==> src/rtl/gf2m_pow_ctrl.sv <==
// Square-and-multiply sequencer for GF(2^m) exponentiation.
// Drives an external multiplier; result = base^exp mod f(x).
module gf2m_pow_ctrl #(
  parameter int WIDTH = 107,
  parameter int EXP_W = 16
) (
  input  logic             clk,
  input  logic             rst_b,
  input  logic             start,
  input  logic [WIDTH-1:0] base,
  input  logic [EXP_W-1:0] exp,
  output logic             busy,
  output logic             done,
  output logic [WIDTH-1:0] result,
  output logic             mul_start,
  output logic [WIDTH-1:0] mul_op_a,
  output logic [WIDTH-1:0] mul_op_b,
  input  logic             mul_done,
  input  logic [WIDTH-1:0] mul_op_c
);

  localparam int IDX_W = (EXP_W > 1) ? $clog2(EXP_W) : 1;

  typedef enum logic [2:0] {
    IDLE,
    SQ,
    SQ_W,
    MUL,
    MUL_W,
    FIN
  } state_e;

  state_e           state_q, state_d;
  logic [WIDTH-1:0] acc_q, acc_d;
  logic [WIDTH-1:0] base_r_q, base_r_d;
  logic [EXP_W-1:0] exp_r_q, exp_r_d;
  logic [IDX_W-1:0] idx_q, idx_d;

  always_ff @(posedge clk or negedge rst_b) begin
    if (!rst_b) begin
      state_q  <= IDLE;
      acc_q    <= '0;
      base_r_q <= '0;
      exp_r_q  <= '0;
      idx_q    <= '0;
    end else begin
      state_q  <= state_d;
      acc_q    <= acc_d;
      base_r_q <= base_r_d;
      exp_r_q  <= exp_r_d;
      idx_q    <= idx_d;
    end
  end

  always_comb begin
    state_d  = state_q;
    acc_d    = acc_q;
    base_r_d = base_r_q;
    exp_r_d  = exp_r_q;
    idx_d    = idx_q;
    unique case (state_q)
      IDLE: begin
        if (start) begin
          base_r_d = base;
          exp_r_d  = exp;
          acc_d    = WIDTH'(1);
          idx_d    = IDX_W'(EXP_W - 1);
          state_d  = SQ;
        end
      end
      SQ: state_d = SQ_W;
      SQ_W: begin
        if (mul_done) begin
          acc_d = mul_op_c;
          if (exp_r_q[idx_q]) begin
            state_d = MUL;
          end else if (idx_q == '0) begin
            state_d = FIN;
          end else begin
            idx_d   = idx_q - IDX_W'(1);
            state_d = SQ;
          end
        end
      end
      MUL: state_d = MUL_W;
      MUL_W: begin
        if (mul_done) begin
          acc_d = mul_op_c;
          if (idx_q == '0) begin
            state_d = FIN;
          end else begin
            idx_d   = idx_q - IDX_W'(1);
            state_d = SQ;
          end
        end
      end
      FIN: state_d = IDLE;
      default: state_d = IDLE;
    endcase
  end

  // Moore outputs: one mul_start per issue state, glitch-free
  assign busy      = (state_q != IDLE);
  assign done      = (state_q == FIN);
  assign mul_start = (state_q == SQ) || (state_q == MUL);
  assign mul_op_a  = acc_q;
  assign mul_op_b  = ((state_q == MUL) || (state_q == MUL_W)) ? base_r_q : acc_q;
  assign result    = acc_q;

endmodule

==> config.mk <==
export PLATFORM = sky130hd
export DESIGN_NAME = gf2m_pow_ctrl
export DESIGN_NICKNAME = d
export VERILOG_FILES = /design/src/rtl/gf2m_pow_ctrl.sv
export SDC_FILE = /design/constraint.sdc
export NUM_CORES = 1
export LEC_CHECK = 0
export BUFFER_PORTS_ARGS = -buffer_cell sky130_fd_sc_hd__buf_4
export CAP_MARGIN = 20
export CELL_PAD_IN_SITES_DETAIL_PLACEMENT = 0
export CELL_PAD_IN_SITES_GLOBAL_PLACEMENT = 1
export CORE_ASPECT_RATIO = 0.6
export CORE_MARGIN = 2
export CORE_UTILIZATION = 30
export CTS_CLUSTER_SIZE = 16
export DETAILED_ROUTE_END_ITERATION = 10
export GPL_ROUTABILITY_DRIVEN = 0
export GPL_TIMING_DRIVEN = 0
export HOLD_SLACK_MARGIN = 0.08
export PLACE_DENSITY = 0.79
export RECOVER_POWER = 50
export SLEW_MARGIN = 15
export SYNTH_ARGS = -nofsm -noshare
export SYNTH_HDL_FRONTEND = slang
export SYNTH_SLANG_ARGS = --single-unit
==> constraint.sdc <==
create_clock -name clk -period 2 [get_ports clk]
set_clock_uncertainty 0.05 [all_clocks]
set_input_delay 0.1 -clock clk [delete_from_list [all_inputs] [get_ports clk]]
set_output_delay 0.1 -clock clk [all_outputs]
set_load 0.03 [all_outputs]
# Word-level counts from Yosys, hierarchy flattened
# Index checks and enable logic that the tools add are counted.
totals:
  register_bits: 237
  out_inout_bits: 324
classes:
  n_addsub: 1
  order_cmp: 1
  eq_ne: 10
  n_mux: 18
  reduce_logical: 12
op_table:
  columns: ["op", "n"]
  rows:
  - ["107-bit 2-to-1 mux", 3]
  - ["107-bit one-hot mux with 2 select lines", 1]
  - ["4-bit 2-to-1 mux", 5]
  - ["3-bit 2-to-1 mux", 5]
  - ["3-bit one-hot mux with 5 select lines", 1]
  - ["4-bit one-hot mux with 3 select lines", 1]
  - ["2-bit != test, second input constant", 4]
  - ["3-bit by 2-bit == test with 1-bit output, second input constant", 2]
  - ["3-bit == test, second input constant", 2]
  - ["3-bit AND reduction", 2]
  - ["3-bit nonzero test", 2]
  - ["4-bit by 5-bit less-than comparator with 1-bit output, second input constant", 1]
  - ["5-bit AND reduction", 1]
  - ["1-bit binary-select mux with 4-bit select", 1]
  - ["4-bit logical NOT", 1]
  - ["4-bit by 1-bit subtractor with 4-bit output, second input constant", 1]
  - ["3-bit by 1-bit == test with 1-bit output, second input constant", 1]
  - ["3-bit logical NOT", 1]
  - ["1-bit logical OR", 2]
  - ["2-bit by 1-bit != test with 1-bit output, second input constant", 1]
  - ["2-bit AND reduction", 1]
  - ["2-bit nonzero test", 1]
  - ["2-bit OR reduction", 1]
  - ["1-bit 2-to-1 mux", 1]

# Logic depth before layout (Yosys ltp)
depth:
  ltp_word: 5
  mapped_depth: 9

# Worst setup path after synthesis
# Ideal clock, no wire load.
synth_timing:
  path_type: "reg2reg"
  startpoint: "reg idx_q[0]"
  endpoint: "reg idx_q[1]"
  arrival_ns: 1.933
  setup_slack_ns: -0.108
  stages_incl_launch_ff: 9
  path_buffers: 1
  cell_sequence: "dfrtp_1 > buf_2 > inv_1 > ha_1 > nor3b_1 > nor4b_2 > nor2_1 > or3_4 > mux2_4"
synth_via:
  elab_chain_len: 5
synth_rtl:
  columns: ["item", "line", "source"]
  rows:
  - ["from (decl)", "37", "logic [IDX_W-1:0] idx_q, idx_d;"]
  - ["from (signal assigned)", "51", "idx_q <= idx_d;"]
  - ["4-bit by 1-bit subtractor with 4-bit output / 4-bit logical NOT (equally long branches)", null, null]
  - ["4-bit 2-to-1 mux", "77, 89", null]
  - ["4-bit 2-to-1 mux", "75", "if (exp_r_q[idx_q]) begin"]
  - ["4-bit 2-to-1 mux", "73", "if (mul_done) begin"]
  - ["4-bit one-hot mux with 3 select lines", "61", "unique case (state_q)"]
# Several ways; a longest one is shown, not always the timed one. The select of a mux whose other input is x is not followed.
# A chain may end at the register's enable or synchronous reset.

# Worst setup path in the final report
layout_timing:
  startpoint: "reg state_q[2]"
  endpoint: "out mul_op_b[5]"
layout_via:
  elab_chain_len: 3
layout_rtl:
  columns: ["item", "line", "source"]
  rows:
  - ["from (decl)", "33", "state_e state_q, state_d;"]
  - ["from (signal assigned)", "47", "state_q <= state_d;"]
  - ["3-bit by 2-bit == test with 1-bit output / 3-bit == test (equally long branches)", "107", "assign mul_op_b = ((state_q == MUL) || (state_q == MUL_W)) ? base_r_q : acc_q;"]
  - ["1-bit logical OR *", "107", null]
  - ["107-bit 2-to-1 mux *", "107", null]
  - ["to (decl)", "17", "output logic [WIDTH-1:0] mul_op_b,"]
# Mark *: on every way between the ends. The rest lies on a longest branch, timed or not.

==> metrics.csv <==
stage;metric;value;unit
outcome;status;finished, violations left;
outcome;failing checks;setup timing;
placement;port bufs;557;
clocking;CTS root buffer;clkbuf_16;
sta;max_slew headroom;33.54;%
finish;Nets;2404;
clocking;Longest Clk Path Bufs;3;
floorplan;Starting Density;30.52;%
clocking;CTS tree;done;
synth;ys flop type;dfrtp_1;
detailed_routing;drt pass-1 iters;7;
grt;gr ovfl total;0;
floorplan;io pins;558;
synth;register area share after synthesis;51.35;%
clocking;htree depth;1;
synth;most numerous cell in the Yosys netlist;nand2_1;
critical_path;R2R Path End;idx_q[2];
clocking;Worst-path clk slew;0.06;ns
grt;first-pass GRT wire length;72200;um
sta;final setup violation count;127;
critical_path;worst r2r path cells;9;
floorplan;Die Y;156.0;um
sta;Final Worst Setup Slack;-0.5824;ns
sta;Final Hold Slack;0.09155;ns
finish;multi-input logic area;0.005493;sq mm
synth;asr flop ratio synth;100.0;%
critical_path;critical path class;flop to primary output;
min_path;hold_sp;start;
floorplan;die area;0.04014;sq mm
sta;Final min period;2.582;ns
sta;RSZ-0062 raised after global routing;true;
finish;fraction of layout cells with a size suffix above 1;42.05;%
grt;total track usage;23.07;%
critical_path;Crit path arrival time;2.43;ns
finish;Reg area;0.005933;sq mm
clocking;Sink Count;237;
critical_path;crit-path max FO;8;
critical_path;reg2reg start;idx_q[0];
grt;antenna violations before repair;0;
synth;EDFF count, synth;0;
detailed_routing;drt total wl;50630;um
sta;FMAX;387.2;MHz
power;Lkg Pwr;11.05;nW
clocking;Worst-Skew Late Latency;0.54;ns
synth;Syn Inst Count;1285;
finish;Area growth syn-to-layout;90.16;%
floorplan;die width;257.3;um
floorplan;# rows;55;
synth;post-synthesis register bit count;237;
critical_path;Critical Path RT;1.85;ns
grt;largest net degree at the start of global routing;96;
detailed_routing;initial drt markers;726;
sta;Slew @ Worst Pin;0.9969;ns
sta;max-slew violations;0;
critical_path;CP startpoint kind;flop;
power;peak supply drop;1.057;mV
power;Cell Pwr Density;2026;mW/mm^2
min_path;WHS Endpoint;idx_q[2];
detailed_routing;ANT nets after route;0;
synth;Syn Area/Cell;8.988;sq um
synth;Synth top area share;51.35;%
critical_path;setup slack, reg-to-reg;-0.26;ns
synth;Syn Nets;1521;
detailed_routing;wire per inst;18.74;um
job;Max-cap violations;0;
grt;number of global-route vias before repair;12350;
placement;DPL Wire Length;32680;um
placement;dpl ws;-1.190;ns
sta;Final Cycle Share;129.1;%
min_path;Hold Crit Depth;4;
clocking;Inserted Clock Buffers;26;
synth;Synth area leaders;dfrtp_1, nand2_1, mux2_2;
critical_path;Crit. End Element;primary output;
synth;Distinct cells, synth;46;
detailed_routing;drt via density;4.585;
detailed_routing;vias;12390;
detailed_routing;Residual DRC;0;
floorplan;Core ar.;0.03785;sq mm
synth;top cells by count, synth;nand2_1, dfrtp_1, buf_4;
finish;Fill cells;3351;
synth;area leader, netlist;dfrtp_1;
synth;Yosys warning count;0;
min_path;HP Class;input port to flop;
sta;Final Hold Viols;0;
synth;Cell Area, Synth;0.01155;sq mm
-- timing repair --
action	CTS	global route
buffers inserted	35	18
endpoints found under the hold margin	469	0
resized for setup	257	307
cloned	10	9
pin swaps	3	176
hold buffers	233	0
setup endpoints to repair	323	342
-- worst max-delay path by stage --
stage               startpoint      endpoint  slack (ns)  depth (start not counted)
floorplan             idx_q[0]      idx_q[1]       -0.06                          8
finish              state_q[2]   mul_op_b[5]       -0.58                          7
CTS                 state_q[0]  mul_op_b[24]       -0.64                          8
global placement         rst_b  mul_op_a[59]       -1.26                          1
detailed placement  state_q[1]  mul_op_a[33]       -1.19                          9
global route        state_q[2]   mul_op_b[0]       -0.65                          7
-- power breakdown --
| group | switching (W) | internal [W] | total [W] |
|---|---|---|---|
| Clock | 0.00212 | 0.00334 | 0.00545 |
| Combinational | 0.0171 | 0.0127 | 0.0298 |
| Sequential | 0.00216 | 0.00709 | 0.00925 |
-- stage by stage --
stage	cell area, sq um	util [%]	instances	power, W	TNS [ns]
after floorplan	11560	-	1285	0.02373	-0.06015
after global placement	16380	43.28	2355	0.03269	-487.36
after detailed placement	16440	43.44	2357	0.03293	-203.65
after CTS	21260	56.18	2680	0.04326	-101.40
after global routing	21960	58.02	2701	0.04664	-81.52
final	21960	58.03	2702	0.04450	-58.78
-- cells in the final DEF (no fill, tap or decap), drive strengths merged, types with 2 or more instances in the layout --
cell type and n:
and3 2, buf 561, bufinv 5, clkbuf 281, clkinv 2, clkinvlp 4
dfrtp 237, dlygate4sd3 233, ha 2, inv 6, mux2 112, mux2i 4
nand2 584, nand2b 4, nand3 106, nor2 6, nor2b 2, nor3 5
nor3b 2, nor4 3, nor4b 2, o21ai 6, o22ai 3, o31ai 2
or3 2, xnor2 2
-- registers in the layout, indices dropped and copies added, names as in the netlist --
name	count
state_q	3
mul_op_a	107
base_r_q	107
exp_r_q	16
idx_q	4
-- worst max-delay path, stage by stage, from the launching register on --
cell and delay [ns]:
dfrtp_2 0.41, inv_2 0.06, or3_4 0.41, o21ai_4 0.14
buf_12 0.20, buf_4 0.15, mux2_2 0.34, buf_4 0.17
-- cell families after synthesis --
kind of cell | synth area share, %
simple gates | 25.59
flops | 51.35
buf+inv | 10.28
mux | 11.30
compound gates | 1.051
xor+xnor | 0.2167
fa+ha+maj | 0.2166
-- layer usage --
layer / routed length (um) / share of wire (%) / global-route usage (%)
met1: 21470 / 42 / 30.15
met3: 2774 / 5.5 / 4.126
met2: 25200 / 50 / 39.62
met4: 1191 / 2.4 / 5.945
met5: 0 / 0 / 0
-- layout make-up --
class,count,area share [%]
Inverter,6,0.1880
Clock inverter,11,0.8659
Antenna cell,1,0.01139
Buffer,178,7.087
Timing Repair Buffer,860,33.38
Multi-Input combinational cell,859,25.01
Tap cell,513,2.922
Sequential cell,237,27.01
Clock buffer,37,3.521
Power figures use the tool's default switching activity.
